**src/rtl/traffic_pkg.sv**
```systemverilog
// Shared phase-state enum and lamp encoding for the traffic signal controller.
// The WALK phase value exists in every build but is reachable only with TRAFFIC_PED_WALK_EN.
package traffic_pkg;

   typedef enum logic [1:0] {
      GREEN  = 2'd0,
      YELLOW = 2'd1,
      ALLRED = 2'd2,
      WALK   = 2'd3
   } phase_t;

   localparam logic [2:0] LAMP_RED    = 3'b001;
   localparam logic [2:0] LAMP_YELLOW = 3'b010;
   localparam logic [2:0] LAMP_GREEN  = 3'b100;

   // Lamp shown by the approach owning right-of-way in a given phase.
   function automatic logic [2:0] lamp_of(input phase_t ph);
      case (ph)
         GREEN:   lamp_of = LAMP_GREEN;
         YELLOW:  lamp_of = LAMP_YELLOW;
         default: lamp_of = LAMP_RED;
      endcase
   endfunction

endpackage

```
**src/rtl/rr_next_dir.sv**
```systemverilog
// Round-robin search: first set bit of req starting at cur+1, wrapping, cur itself last.
// next holds cur when no request is pending.
module rr_next_dir
   import traffic_pkg::*;
#(
   parameter int NUM_DIR = 4,
   parameter int DIR_W   = $clog2(NUM_DIR)
) (
   input  logic [NUM_DIR-1:0] req,
   input  logic [DIR_W-1:0]   cur,
   output logic [DIR_W-1:0]   next,
   output logic               any_valid
);

   logic [DIR_W:0] idx;

   always_comb begin
      next      = cur;
      any_valid = 1'b0;
      idx       = '0;
      for (int k = 1; k <= NUM_DIR; k++) begin
         idx = {1'b0, cur} + (DIR_W+1)'(k);
         if (idx >= (DIR_W+1)'(NUM_DIR)) idx = idx - (DIR_W+1)'(NUM_DIR);
         if (!any_valid && req[idx[DIR_W-1:0]]) begin
            any_valid = 1'b1;
            next      = idx[DIR_W-1:0];
         end
      end
   end

endmodule

```
**src/rtl/traffic_signal_ctrl.sv**
```systemverilog
// Multi-approach traffic signal controller: GREEN -> YELLOW -> ALLRED -> next GREEN, demand driven.
// Optional pedestrian WALK phase compiled in with `define TRAFFIC_PED_WALK_EN.
module traffic_signal_ctrl
   import traffic_pkg::*;
#(
   parameter int NUM_DIR   = 4,
   parameter int MIN_GREEN = 5,
   parameter int MAX_GREEN = 20,
   parameter int YELLOW_T  = 3,
   parameter int ALLRED_T  = 1,
   parameter int TMR_W     = 8
`ifdef TRAFFIC_PED_WALK_EN
   ,
   parameter int WALK_T    = 6
`endif
) (
   input  logic                       clk,
   input  logic                       rst,
   input  logic                       tick,
   input  logic [NUM_DIR-1:0]         sensor,
`ifdef TRAFFIC_PED_WALK_EN
   input  logic                       ped_req,
   output logic                       walk,
`endif
   output logic [NUM_DIR-1:0]         green,
   output logic [NUM_DIR-1:0]         yellow,
   output logic [NUM_DIR-1:0]         red,
   output logic [$clog2(NUM_DIR)-1:0] active_dir
);

   localparam int DIR_W = $clog2(NUM_DIR);

   if (NUM_DIR < 2 || NUM_DIR > 8 || MIN_GREEN < 1 || MIN_GREEN > MAX_GREEN ||
       MAX_GREEN >= 2**TMR_W || YELLOW_T < 1 || ALLRED_T < 1 ||
       YELLOW_T > 2**TMR_W || ALLRED_T > 2**TMR_W) begin : g_param_err
      $error("traffic_signal_ctrl: illegal parameter combination");
   end

   phase_t               state, state_nx;
   logic [TMR_W-1:0]     timer, timer_nx;
   logic [TMR_W:0]       timer_inc;
   logic [NUM_DIR-1:0]   req, req_nx;
   logic [DIR_W-1:0]     dir_nx, rr_dir;
   logic                 rr_any;
   logic                 competing;
   logic                 entering_green;
   logic [NUM_DIR-1:0]   green_nx, yellow_nx, red_nx;
`ifdef TRAFFIC_PED_WALK_EN
   logic                 ped_pend, ped_pend_nx, walk_nx;
`endif

   rr_next_dir #(
      .NUM_DIR (NUM_DIR),
      .DIR_W   (DIR_W)
   ) u_rr (
      .req       (req),
      .cur       (active_dir),
      .next      (rr_dir),
      .any_valid (rr_any)
   );

   assign timer_inc = {1'b0, timer} + 1'b1;

`ifdef TRAFFIC_PED_WALK_EN
   assign competing = (|(req & ~(NUM_DIR'(1) << active_dir))) | ped_pend;
`else
   assign competing = |(req & ~(NUM_DIR'(1) << active_dir));
`endif

   // State register; lamps are registered from the next-state view so they track the phase.
   always_ff @(posedge clk) begin
      if (rst) begin
         state      <= GREEN;
         active_dir <= '0;
         timer      <= '0;
         req        <= '0;
         green      <= NUM_DIR'(1);
         yellow     <= '0;
         red        <= ~(NUM_DIR'(1));
`ifdef TRAFFIC_PED_WALK_EN
         ped_pend   <= 1'b0;
         walk       <= 1'b0;
`endif
      end else begin
         state      <= state_nx;
         active_dir <= dir_nx;
         timer      <= timer_nx;
         req        <= req_nx;
         green      <= green_nx;
         yellow     <= yellow_nx;
         red        <= red_nx;
`ifdef TRAFFIC_PED_WALK_EN
         ped_pend   <= ped_pend_nx;
         walk       <= walk_nx;
`endif
      end
   end

   // Next-state, timer and request bookkeeping.
   always_comb begin
      state_nx = state;
      dir_nx   = active_dir;
      if (tick) begin
         case (state)
            GREEN:
               if (competing &&
                   ((timer_inc >= (TMR_W+1)'(MIN_GREEN) && !sensor[active_dir]) ||
                    timer_inc >= (TMR_W+1)'(MAX_GREEN)))
                  state_nx = YELLOW;
            YELLOW:
               if (timer_inc == (TMR_W+1)'(YELLOW_T)) state_nx = ALLRED;
            ALLRED:
               if (timer_inc == (TMR_W+1)'(ALLRED_T)) begin
`ifdef TRAFFIC_PED_WALK_EN
                  if (ped_pend) begin
                     state_nx = WALK;
                  end else begin
                     state_nx = GREEN;
                     dir_nx   = rr_any ? rr_dir : active_dir;
                  end
`else
                  state_nx = GREEN;
                  dir_nx   = rr_any ? rr_dir : active_dir;
`endif
               end
`ifdef TRAFFIC_PED_WALK_EN
            WALK:
               if (timer_inc == (TMR_W+1)'(WALK_T)) state_nx = ALLRED;
`endif
            default: state_nx = GREEN;
         endcase
      end

      timer_nx = timer;
      if (tick) begin
         if (state_nx != state)
            timer_nx = '0;
         else if (state == GREEN && timer_inc > (TMR_W+1)'(MAX_GREEN))
            timer_nx = TMR_W'(MAX_GREEN);
         else
            timer_nx = timer_inc[TMR_W-1:0];
      end

      // The approach being granted green loses its request even if its sensor is high now.
      entering_green = (state != GREEN) && (state_nx == GREEN);
      req_nx = req | sensor;
      if (entering_green) req_nx = req_nx & ~(NUM_DIR'(1) << dir_nx);

`ifdef TRAFFIC_PED_WALK_EN
      ped_pend_nx = ped_pend | ped_req;
      if (state != WALK && state_nx == WALK) ped_pend_nx = 1'b0;
`endif
   end

   // Lamp decode for the upcoming cycle.
   always_comb begin
      logic [2:0] lamp;
      green_nx  = '0;
      yellow_nx = '0;
      red_nx    = '0;
      lamp      = LAMP_RED;
      for (int i = 0; i < NUM_DIR; i++) begin
         lamp         = (DIR_W'(i) == dir_nx) ? lamp_of(state_nx) : LAMP_RED;
         green_nx[i]  = (lamp == LAMP_GREEN);
         yellow_nx[i] = (lamp == LAMP_YELLOW);
         red_nx[i]    = (lamp == LAMP_RED);
      end
`ifdef TRAFFIC_PED_WALK_EN
      walk_nx = (state_nx == WALK);
`endif
   end

endmodule

```
**config.mk**
```make
export PLATFORM = sky130hd
export DESIGN_NAME = traffic_signal_ctrl
export DESIGN_NICKNAME = d
export VERILOG_FILES = /design/src/rtl/traffic_pkg.sv /design/src/rtl/rr_next_dir.sv /design/src/rtl/traffic_signal_ctrl.sv
export SDC_FILE = /design/constraint.sdc
export NUM_CORES = 1
export LEC_CHECK = 0
export ABC_AREA = 1
export CAP_MARGIN = 25
export CORE_MARGIN = 2
export CORE_UTILIZATION = 55
export CTS_CLUSTER_SIZE = 10
export DETAILED_ROUTE_END_ITERATION = 10
export PLACE_DENSITY = 0.79
export SLEW_MARGIN = 25
export SYNTH_ARGS = -nofsm -noshare
export SYNTH_HDL_FRONTEND = slang
export SYNTH_SLANG_ARGS = --single-unit
```
**constraint.sdc**
```tcl
create_clock -name clk -period 3.2 [get_ports clk]
set_clock_uncertainty 0.05 [all_clocks]
set_input_delay 0.32 -clock clk [delete_from_list [all_inputs] [get_ports clk]]
set_output_delay 0.32 -clock clk [all_outputs]
set_load 0.01 [all_outputs]
```
==> flow_summary.toml <==
[routing]
ant_nets = 0
remaining_drc_errors = 0
via_per_inst = 5.159
wl_um = 3825
drt-initial-drc-count = 83
dr.pass1.iters = 4
wl_per_cell_um = 12.18
vias = 1620

[timing]
period_share_pct = 80.21
setup_viol = 0
min_period_ns = 2.567
max_freq_ghz = 0.3896
slew-limit-headroom_pct = 70.10
worstMarginPinSlew_ns = 0.4479
rsz0062_at_grt = "false"
timing.setup.tns_ns = 0
slew_viol_final = 0
hold_viol = 0

[placed_design]
placed_area_mm2 = 0.002007
io_buffers = 20
dpl.hpwl_um = 3029
gp_congestion = 0.8378

[synthesis]
synth_warnings = 0
syn_nets = 263
avgSynthCellArea_um2 = 7.083
ys_types = 32
synth_area_mm2 = 0.001757
ys.flop_type = "dfxtp_1"
synth_edf_count = 0
syn-instance-count = 248
synth_seq_cells = 28
ys_async_sr_fraction_pct = 0
yosysSeqAreaShare_pct = 31.91

[global_routing]
grt_first_pass_wirelength_um = 6306
grt-ovfl-total = 0
grtUsageMet2_pct = 42.08
grt_max_degree = 18
grtUsageMet1_pct = 25.68
grt_busiest_layer = "met2"
antenna_found_initial = 0
grt.met3_usage_pct = 2.772
grt_pass1_vias = 1500
grt_use_total_pct = 22.40

[setup_path]
rrSetupSlack_ns = 0.63
path_max_fanout = 15
critPathRequiredTime_ns = 3.39
start_kind = "flop"
crit_path_end_kind = "flop"
path_class = "flop to flop"
worstPathArrival_ns = 2.75

[finish]
diodes = 0
final_cell_mix = "nand2_1, inv_1, dfxtp_1"
fin_nets = 286
design_area_mm2 = 0.002059
synthToLayoutAreaGrowth_pct = 17.24
post-route-util_pct = 67.46
drive_gt1_share_pct = 14.44
fillers = 286
final_common_cell = "nand2_1"

[floorplan]
die_h_um = 60.52
rows = 20
dieArea_mm2 = 0.003662
coreArea_mm2 = 0.003053
fp.dieW_um = 60.52
pin_count = 21
start_util_pct = 57.54

[power_and_ir_drop]
total_power_w = 0.0008193
power_density_mw_per_mm2 = 397.8
ir_drop_mv = 0.3157
p_leak_nw = 0.9162

[cts]
clock_path_buffers = 2
cts_buffers = 3
cts_tree = "yes"
clkTransAtPathRegs_ns = 0.15
clk_latency_ns = 0.32
cts_num_sinks = 28
cts_setup_buffers = 0
cts_resized = 0
holdBufCountCts = 0
htree_levels = 1
clockRootBuffer = "clkbuf_4"

[min_path]
hold_path_class = "flop to flop"

[status]
outcome = "completed"

[run]
maxCapViolCount = 0
stage by stage:
step,hold WS [ns],std cells,setup WS [ns]
floorplan,0.3425,248,0.8700
global placement,0.4642,310,0.7709
detailed placement,0.4954,310,0.6765
CTS,0.5151,314,0.6374
global route,0.5451,314,0.3234
finish,0.5271,314,0.6332
flip-flops by register name, indices dropped and copies added (netlist names):
signal / flops
state: 2
red: 4
green: 4
req: 4
yellow: 4
timer: 8
active_dir: 2
worst paths after layout:
path	startpoint	end	cells after the start
setup / recovery	active_dir[0]	red[0]	15
hold / removal	timer[5]	timer[5]	2
setup reg to reg	active_dir[0]	red[0]	15
hold reg to reg	timer[5]	timer[5]	2
final cells by class:
| cell class | count | area (um2) | area share (%) |
|---|---|---|---|
| tap | 44 | 55.05 | 2.673 |
| clock buffer | 3 | 22.52 | 1.094 |
| timing repair buffer | 22 | 215.2 | 10.45 |
| sequential | 28 | 560.5 | 27.22 |
| clock inverter | 1 | 30.03 | 1.458 |
| multi-input combinational | 183 | 1052 | 51.09 |
| inverter | 33 | 123.9 | 6.015 |
cells in the mapped netlist (all sizes together) (2+ instances only):
cell type   n  share of area, %
nor2       34                11
nor3        2              0.85
nand4      12               4.6
o22ai       2              0.71
a21oi      15               4.9
inv        32               6.8
o21ai      19               6.5
nand3      17               6.0
a31oi       2              0.71
dfxtp      28                32
buf         2              0.71
nand2      68                18
and2        2              0.71
ha          8               5.7
clkbuf      2              0.43
where the power goes:
group / switching, W / total (W) / leakage, nW / internal, W
Sequential: 0.0000232 / 0.000391 / 0.229 / 0.000368
Clock: 0.000103 / 0.000230 / 0.0279 / 0.000127
Combinational: 0.000125 / 0.000199 / 0.659 / 0.0000734
cells by family after synthesis:
family          after synthesis  share of synthesized area (%)
compound gates               40                          13.68
fa+ha+maj                     8                          5.698
buf+inv                      37                          8.191
flops                        28                          31.91
simple gates                135                          40.53
metal layers:
metal	part of all wire, %	vias to the layer above
met1	44	734
met4	1.3	0
met3	2.9	6
met2	51	30
li1	-	850
met5	0	-
critical path, stage by stage, from the launching register on:
cell and delay (ns):
dfxtp_1 0.63, inv_1 0.20, ha_1 0.36, inv_1 0.06, nand2_1 0.08, nand2_1 0.07, inv_2 0.06, nand2_1 0.07
o21ai_2 0.31, nor2_8 0.08, nand2_2 0.07, nand2_2 0.06, nand2_4 0.10, nand2_2 0.09, o21ai_1 0.15, inv_1 0.05
Note: power is estimated with default switching activity, not from simulation.
